==> src/rtl/ex_mem_skid.sv <==
// ex_mem_skid: EX->MEM pipeline register with a 2-entry skid buffer.
// HEAD drives the MEM stage from flops; SKID absorbs one result during a dcache stall.
module ex_mem_skid #(
   parameter int DATA_W = 32,
   parameter int REG_AW = 5,
   parameter int CNT_W  = 16
) (
   input  logic              clk_i,
   input  logic              rst_i,
   input  logic              flush_i,
   input  logic              ex_valid_i,
   output logic              ex_ready_o,
   input  logic [DATA_W-1:0] ex_alu_i,
   input  logic [DATA_W-1:0] ex_rs2_i,
   input  logic [REG_AW-1:0] ex_rd_i,
   input  logic [3:0]        ex_ctrl_i,
   output logic              mem_valid_o,
   input  logic              mem_ready_i,
   output logic [DATA_W-1:0] mem_alu_o,
   output logic [DATA_W-1:0] mem_rs2_o,
   output logic [REG_AW-1:0] mem_rd_o,
   output logic [3:0]        mem_ctrl_o,
   output logic [1:0]        level_o,
   output logic [CNT_W-1:0]  stall_cnt_o
);
   localparam int PW = 2*DATA_W + REG_AW + 4;
   logic [PW-1:0]    r_head;
   logic [PW-1:0]    r_skid;
   logic             r_hv;
   logic             r_sv;
   logic             r_ready;
   logic [CNT_W-1:0] r_cnt;
   logic [PW-1:0]    w_in;
   logic [3:0]       w_ctrl;
   logic             w_acc;
   logic             w_deq;
   logic             w_head_in;
   logic             w_head_skid;
   logic             w_skid_ld;
   logic             w_hv_n;
   logic             w_sv_n;
   assign w_in = {ex_ctrl_i, ex_rd_i, ex_rs2_i, ex_alu_i};
   // SKID can only hold data while ex_ready_o is low, so the two HEAD load sources never collide
   always_comb begin
      w_acc       = ex_valid_i & r_ready;
      w_deq       = r_hv & mem_ready_i;
      w_head_in   = ~flush_i & w_acc & (~r_hv | w_deq);
      w_head_skid = ~flush_i & r_sv & w_deq;
      w_skid_ld   = ~flush_i & w_acc & r_hv & ~w_deq;
      w_hv_n      = ~flush_i & (r_sv | w_acc | (r_hv & ~w_deq));
      w_sv_n      = ~flush_i & ((r_sv & ~w_deq) | w_skid_ld);
   end
   always_ff @(posedge clk_i or negedge rst_i) begin
      if (!rst_i) begin
         r_head  <= '0;
         r_skid  <= '0;
         r_hv    <= 1'b0;
         r_sv    <= 1'b0;
         r_ready <= 1'b1;
         r_cnt   <= '0;
      end else begin
         r_hv    <= w_hv_n;
         r_sv    <= w_sv_n;
         r_ready <= ~w_sv_n;
         if (w_head_in) r_head <= w_in;
         else if (w_head_skid) r_head <= r_skid;
         if (w_skid_ld) r_skid <= w_in;
         if (r_hv & ~mem_ready_i & ~&r_cnt) r_cnt <= r_cnt + CNT_W'(1);
      end
   end
   assign {w_ctrl, mem_rd_o, mem_rs2_o, mem_alu_o} = r_head;
   assign mem_ctrl_o  = r_hv ? w_ctrl : 4'b0;
   assign mem_valid_o = r_hv;
   assign ex_ready_o  = r_ready;
   assign level_o     = {r_hv & r_sv, r_hv ^ r_sv};
   assign stall_cnt_o = r_cnt;
endmodule

==> config.mk <==
export PLATFORM = sky130hd
export DESIGN_NAME = ex_mem_skid
export DESIGN_NICKNAME = d
export VERILOG_FILES = /design/src/rtl/ex_mem_skid.sv
export SDC_FILE = /design/constraint.sdc
export NUM_CORES = 1
export LEC_CHECK = 0
export BUFFER_PORTS_ARGS = -buffer_cell sky130_fd_sc_hd__buf_2
export CORE_MARGIN = 4
export CORE_UTILIZATION = 30
export DETAILED_ROUTE_END_ITERATION = 10
export PLACE_DENSITY_LB_ADDON = 0.2
export SETUP_SLACK_MARGIN = 0.2
export SYNTH_ARGS = -nofsm -noshare
export SYNTH_HDL_FRONTEND = slang
export SYNTH_SLANG_ARGS = --single-unit
==> constraint.sdc <==
create_clock -name clk_i -period 1.91 [get_ports clk_i]
set_input_delay 0.2865 -clock clk_i [delete_from_list [all_inputs] [get_ports clk_i]]
set_output_delay 0.2865 -clock clk_i [all_outputs]
set_load 0.005 [all_outputs]
-- After elaboration in Yosys (flattened, before gate mapping)
Cells that the tools add are included.
- flip-flop bits (word level): 165
- word-level logic and storage cells: 38
- add/subtract/negate cells: 1
- multiplexer cells: 3
- reductions and logical operators: 3
- bitwise operators: 25
- operators with widths (kind ; number):
    73-bit 2-to-1 mux ; 2
    16-bit by 1-bit adder with 16-bit output, second input constant ; 1
    16-bit AND reduction ; 1
    1-bit AND ; 15
    1-bit NOT ; 5
    4-bit 2-to-1 mux ; 1
    1-bit bitwise OR ; 4
    2-bit nonzero test ; 1
    1-bit zero test ; 1
    1-bit XOR ; 1

-- Longest topological paths before layout
- depth in word-level cells: 7
- mapped depth: 7
- depth with buffers taken out: 5

-- Worst setup path before layout
Ideal clock, no wire load.
- path kind: reg2reg
- start point: reg r_cnt[0] (netlist: stall_cnt_o[0])
- end point: reg r_cnt[9] (netlist: stall_cnt_o[9])
- arrival: 1634 ps
- setup slack: 150 ps
- library setup time: 126 ps
- path buffers: 1
- cell stages (with the launch flop): 7
- path through: dfrtp_1 ha_1 and4_1 a41oi_1 buf_2 nand4_1 xnor2_1
- cells in the longest elaborated chain, start to end: 3
- elaborated cells on any way between the ends: 4
- those cells by class: 1 x add/sub; 1 x bitwise; 2 x reduce/logical
- ends and longest elaborated chain (element ; RTL line ; source):
    from (decl) ; 32 ; logic [CNT_W-1:0] r_cnt;
    from (signal assigned) ; 68 ; if (r_hv & ~mem_ready_i & ~&r_cnt) r_cnt <= r_cnt + CNT_W'(1);
    parallel branches: the longest is 3 deep, another holds 16-bit by 1-bit adder with 16-bit output ; -- ;
Several ways; the timed one is not identified.
A chain may end at the register's enable or synchronous reset.

-- Worst setup path after layout
- start point: reg r_ready (netlist: ex_ready_o)
- end point: reg r_skid[11]
- cells in the longest elaborated chain, start to end: 4
- ends and longest elaborated chain (element ; RTL line ; source):
    from (decl) ; 31 ; logic r_ready;
    from (signal assigned) ; 64 ; r_ready <= ~w_sv_n;
    1-bit AND ; 45 ; w_acc = ex_valid_i & r_ready;
    1-bit AND (3 in a row) ; 49 ; w_skid_ld = ~flush_i & w_acc & r_hv & ~w_deq;
    to (signal assigned) ; 67 ; if (w_skid_ld) r_skid <= w_in;
    to (decl) ; 28 ; logic [PW-1:0] r_skid;
Every way passes these cells.

==> results_dict.tcl <==
set metrics [dict create \
    cellPowerDensity_mw_per_mm2 1050 \
    yosysUniqueCellTypes 32 \
    core_area_mm2 0.0245 \
    critPathLaunch "ex_ready_o" \
    synth_nets 702 \
    synthArstFlopShare_pct 100 \
    grt_max_degree 87 \
    ys_seq_elements 165 \
    drt_iter0_drc 176 \
    clk_pin_slew_ps 60 \
    crit_required_ps 2200 \
    max_freq_mhz 585 \
    vias_per_cell 4.62 \
    finalNetCount 830 \
    vias 5013 \
    cts_num_sinks 165 \
    hold_path.startpoint "ex_rs2_i[23]" \
    dp_hpwl_um 11800 \
    synth_warnings 0 \
    drc_errors 0 \
    htree_levels 4 \
    slew_headroom_pct 61.0 \
    antenna_found_initial 4 \
    drt_pass1_iterations 4 \
    synth_common_cells "164 x dfrtp_1, 79 x nand2_1, 74 x mux2_2, 73 x mux2i_1, 73 x o21ai_0" \
    fin_util_pct 37.4 \
    synth_edf_count 0 \
    crit_arrival_ps 2000 \
    yosysSeqAreaShare_pct 55.2 \
    grt_pass1_wl_um 27800 \
    final.fill_count 2393 \
    final_cell_area_mm2 0.00914 \
    slew_viol_final 0 \
    cts_buffers 17 \
    cts_buffer_depth 2 \
    cp-end-kind "flip-flop" \
    start_util_pct 30.6 \
    die_x_um 166 \
    hold_depth 3 \
    finalSetupViolCount 0 \
    dpl_cell_area_mm2 0.00831 \
    reg2reg_depth 5 \
    synth_top_flop_cell "dfrtp_1" \
    setup.worst_path.class "reg2reg" \
    placementRows 57 \
    yosysTopAreaCellShare_pct 54.8 \
    gp_congestion 0.797 \
    synth.area.top_cells "dfrtp_1 55%, mux2_2 11%, mux2i_1 9.8%" \
    status "finished, final reports clean" \
    vdd_drop_max_v 0.000482 \
    synth_area_per_cell_um2 12.0 \
    tightest_slew_ps 585 \
    crit-reg2reg-launch "ex_ready_o" \
    wl_um 18600 \
    post-route-period-util_pct 89.4 \
    start_kind "flip-flop" \
    io_buffers 170 \
    period_needed_ps 1710 \
    die_y_um 166 \
    setup-tns-final_ps 0 \
    rsz0062_at_grt "true" \
    cts-root-buf "clkbuf_16" \
    wire_per_inst_um 17.2 \
    cp_max_fo 8 \
    syn_area_mm2 0.00748 \
    synth.most_common_cell "dfrtp_1" \
    syn_inst 622 \
    drive_gt1_share_pct 42.3 \
    fin_skew_ps 10.9 \
    num_antenna_cells 0 \
    hp-class "in2reg" \
    boundaryPins 171 \
    grt_use_total_pct 12.4 \
    insertion_delay_ps 420 \
    gr-total-overflow 0 \
    yosysTopAreaCell "dfrtp_1" \
    ant_nets 0 \
    power_mw 9.59 \
    cap_violations 0 \
    leakage_nw 4.68 \
    cts_tree "yes" \
    hold_viol 0 \
    area_delta_synth_final_pct 22.2 \
    grt_pass1_vias 5223 \
    die_area_mm2 0.0275 \
]
==> stage by stage <==
stage | hold WS, ps | setup slack [ps] | std cells
after floorplan | -9.09 | 234 | 622
after global placement | 311 | 145 | 1035
after detailed placement | 319 | 127 | 1035
after CTS | 56.2 | 168 | 1067
after global routing | 83.7 | 158 | 1085
final | 82.3 | 202 | 1085
==> path summary, 6_finish.rpt <==
path | endpoint | slack, ps
worst max-delay path | r_skid[11] | 200
min in group asynchronous | r_skid[36] | 430
worst min register to register | stall_cnt_o[7] | 490
max in group asynchronous | ex_ready_o | 820
worst min-delay path | r_head[55] | 80
worst max register to register | r_skid[11] | 200
==> flip-flops by register name, indices dropped and copies added, names as in the netlist <==
signal and cells:
mem_valid_o 1, r_head 73, stall_cnt_o 16, ex_ready_o 1, r_sv 1, r_skid 73
==> area by class of cell <==
cell class              instances  area (µm²)  share of cell area, %
clock buffers                  20         457                   4.99
clock inverters                10        60.1                  0.657
inverters                       1        3.75                 0.0411
multi-input cells             355        2680                   29.3
flip-flops and latches        165        4130                   45.2
well taps                     324         405                   4.43
repair buffers                210        1400                   15.4
==> per-layer routing <==
metal  track usage, %  routed length [µm]  vias to the layer above
met5                0                  55                        -
met4             3.37                 163                        8
met3             4.36                1030                       19
met2             19.1                8300                      138
met1             16.6                9100                     2499
li1                 -                   -                     2349
==> power breakdown <==
part           leakage [nW]  switching (mW)  internal (mW)  total, mW
Combinational          2.37           0.744           1.00       1.75
Sequential             2.05           0.467           4.31       4.77
Clock                 0.261            1.36           1.70       3.07
Total                  4.68            2.58           7.01       9.59
==> repair_timing <==
| action | in CTS | in global routing |
|---|---|---|
| endpoints found under the setup margin | 80 | 121 |
| resized for setup | 2 | 20 |
| endpoints found under the hold margin | 47 | 0 |
| cloned | 0 | 9 |
| pin swaps | 0 | 4 |
| hold buffers | 1 | 0 |
| setup buffers | 1 | 9 |
==> layout by cell type (no fill, tap or decap), types with 2 or more instances in the layout <==
master     instances
nand2_1           78
a21oi_1            2
xor2_1             3
o31ai_1            2
nor2_1             3
clkinv_2           7
buf_6              6
clkbuf_8           2
buf_2            169
buf_16             2
buf_8              3
mux2_2            71
buf_4             18
clkinv_4           2
and4_1             3
o21ai_0           73
buf_12             6
nand4_1            7
xnor2_1           11
nor3_4             2
dfrtp_1          163
nand3_1            6
mux2_4             3
clkbuf_16         22
and2_1             5
mux2i_1           73
==> logic make-up (layout without fill, tap and decap cells) <==
group,after synthesis,after routing,share of synthesized area [%]
multiplexers,147,147,20.9
XOR/XNOR,14,14,1.64
adder cells (fa/ha/maj),2,2,0.334
AO/OA/AOI/OAI,81,81,5.65
AND/OR/NAND/NOR,111,111,6.74
buffers and inverters,102,241,9.56
flip-flops,165,165,55.2
==> worst max-delay path: stages, from the launching register on <==
cell and delay, ps:
dfstp_2 570, nand2_4 70, nor3_4 210, buf_6 200, clkbuf_16 190, mux2_2 340
No activity file was read; power rests on OpenSTA's default activity.
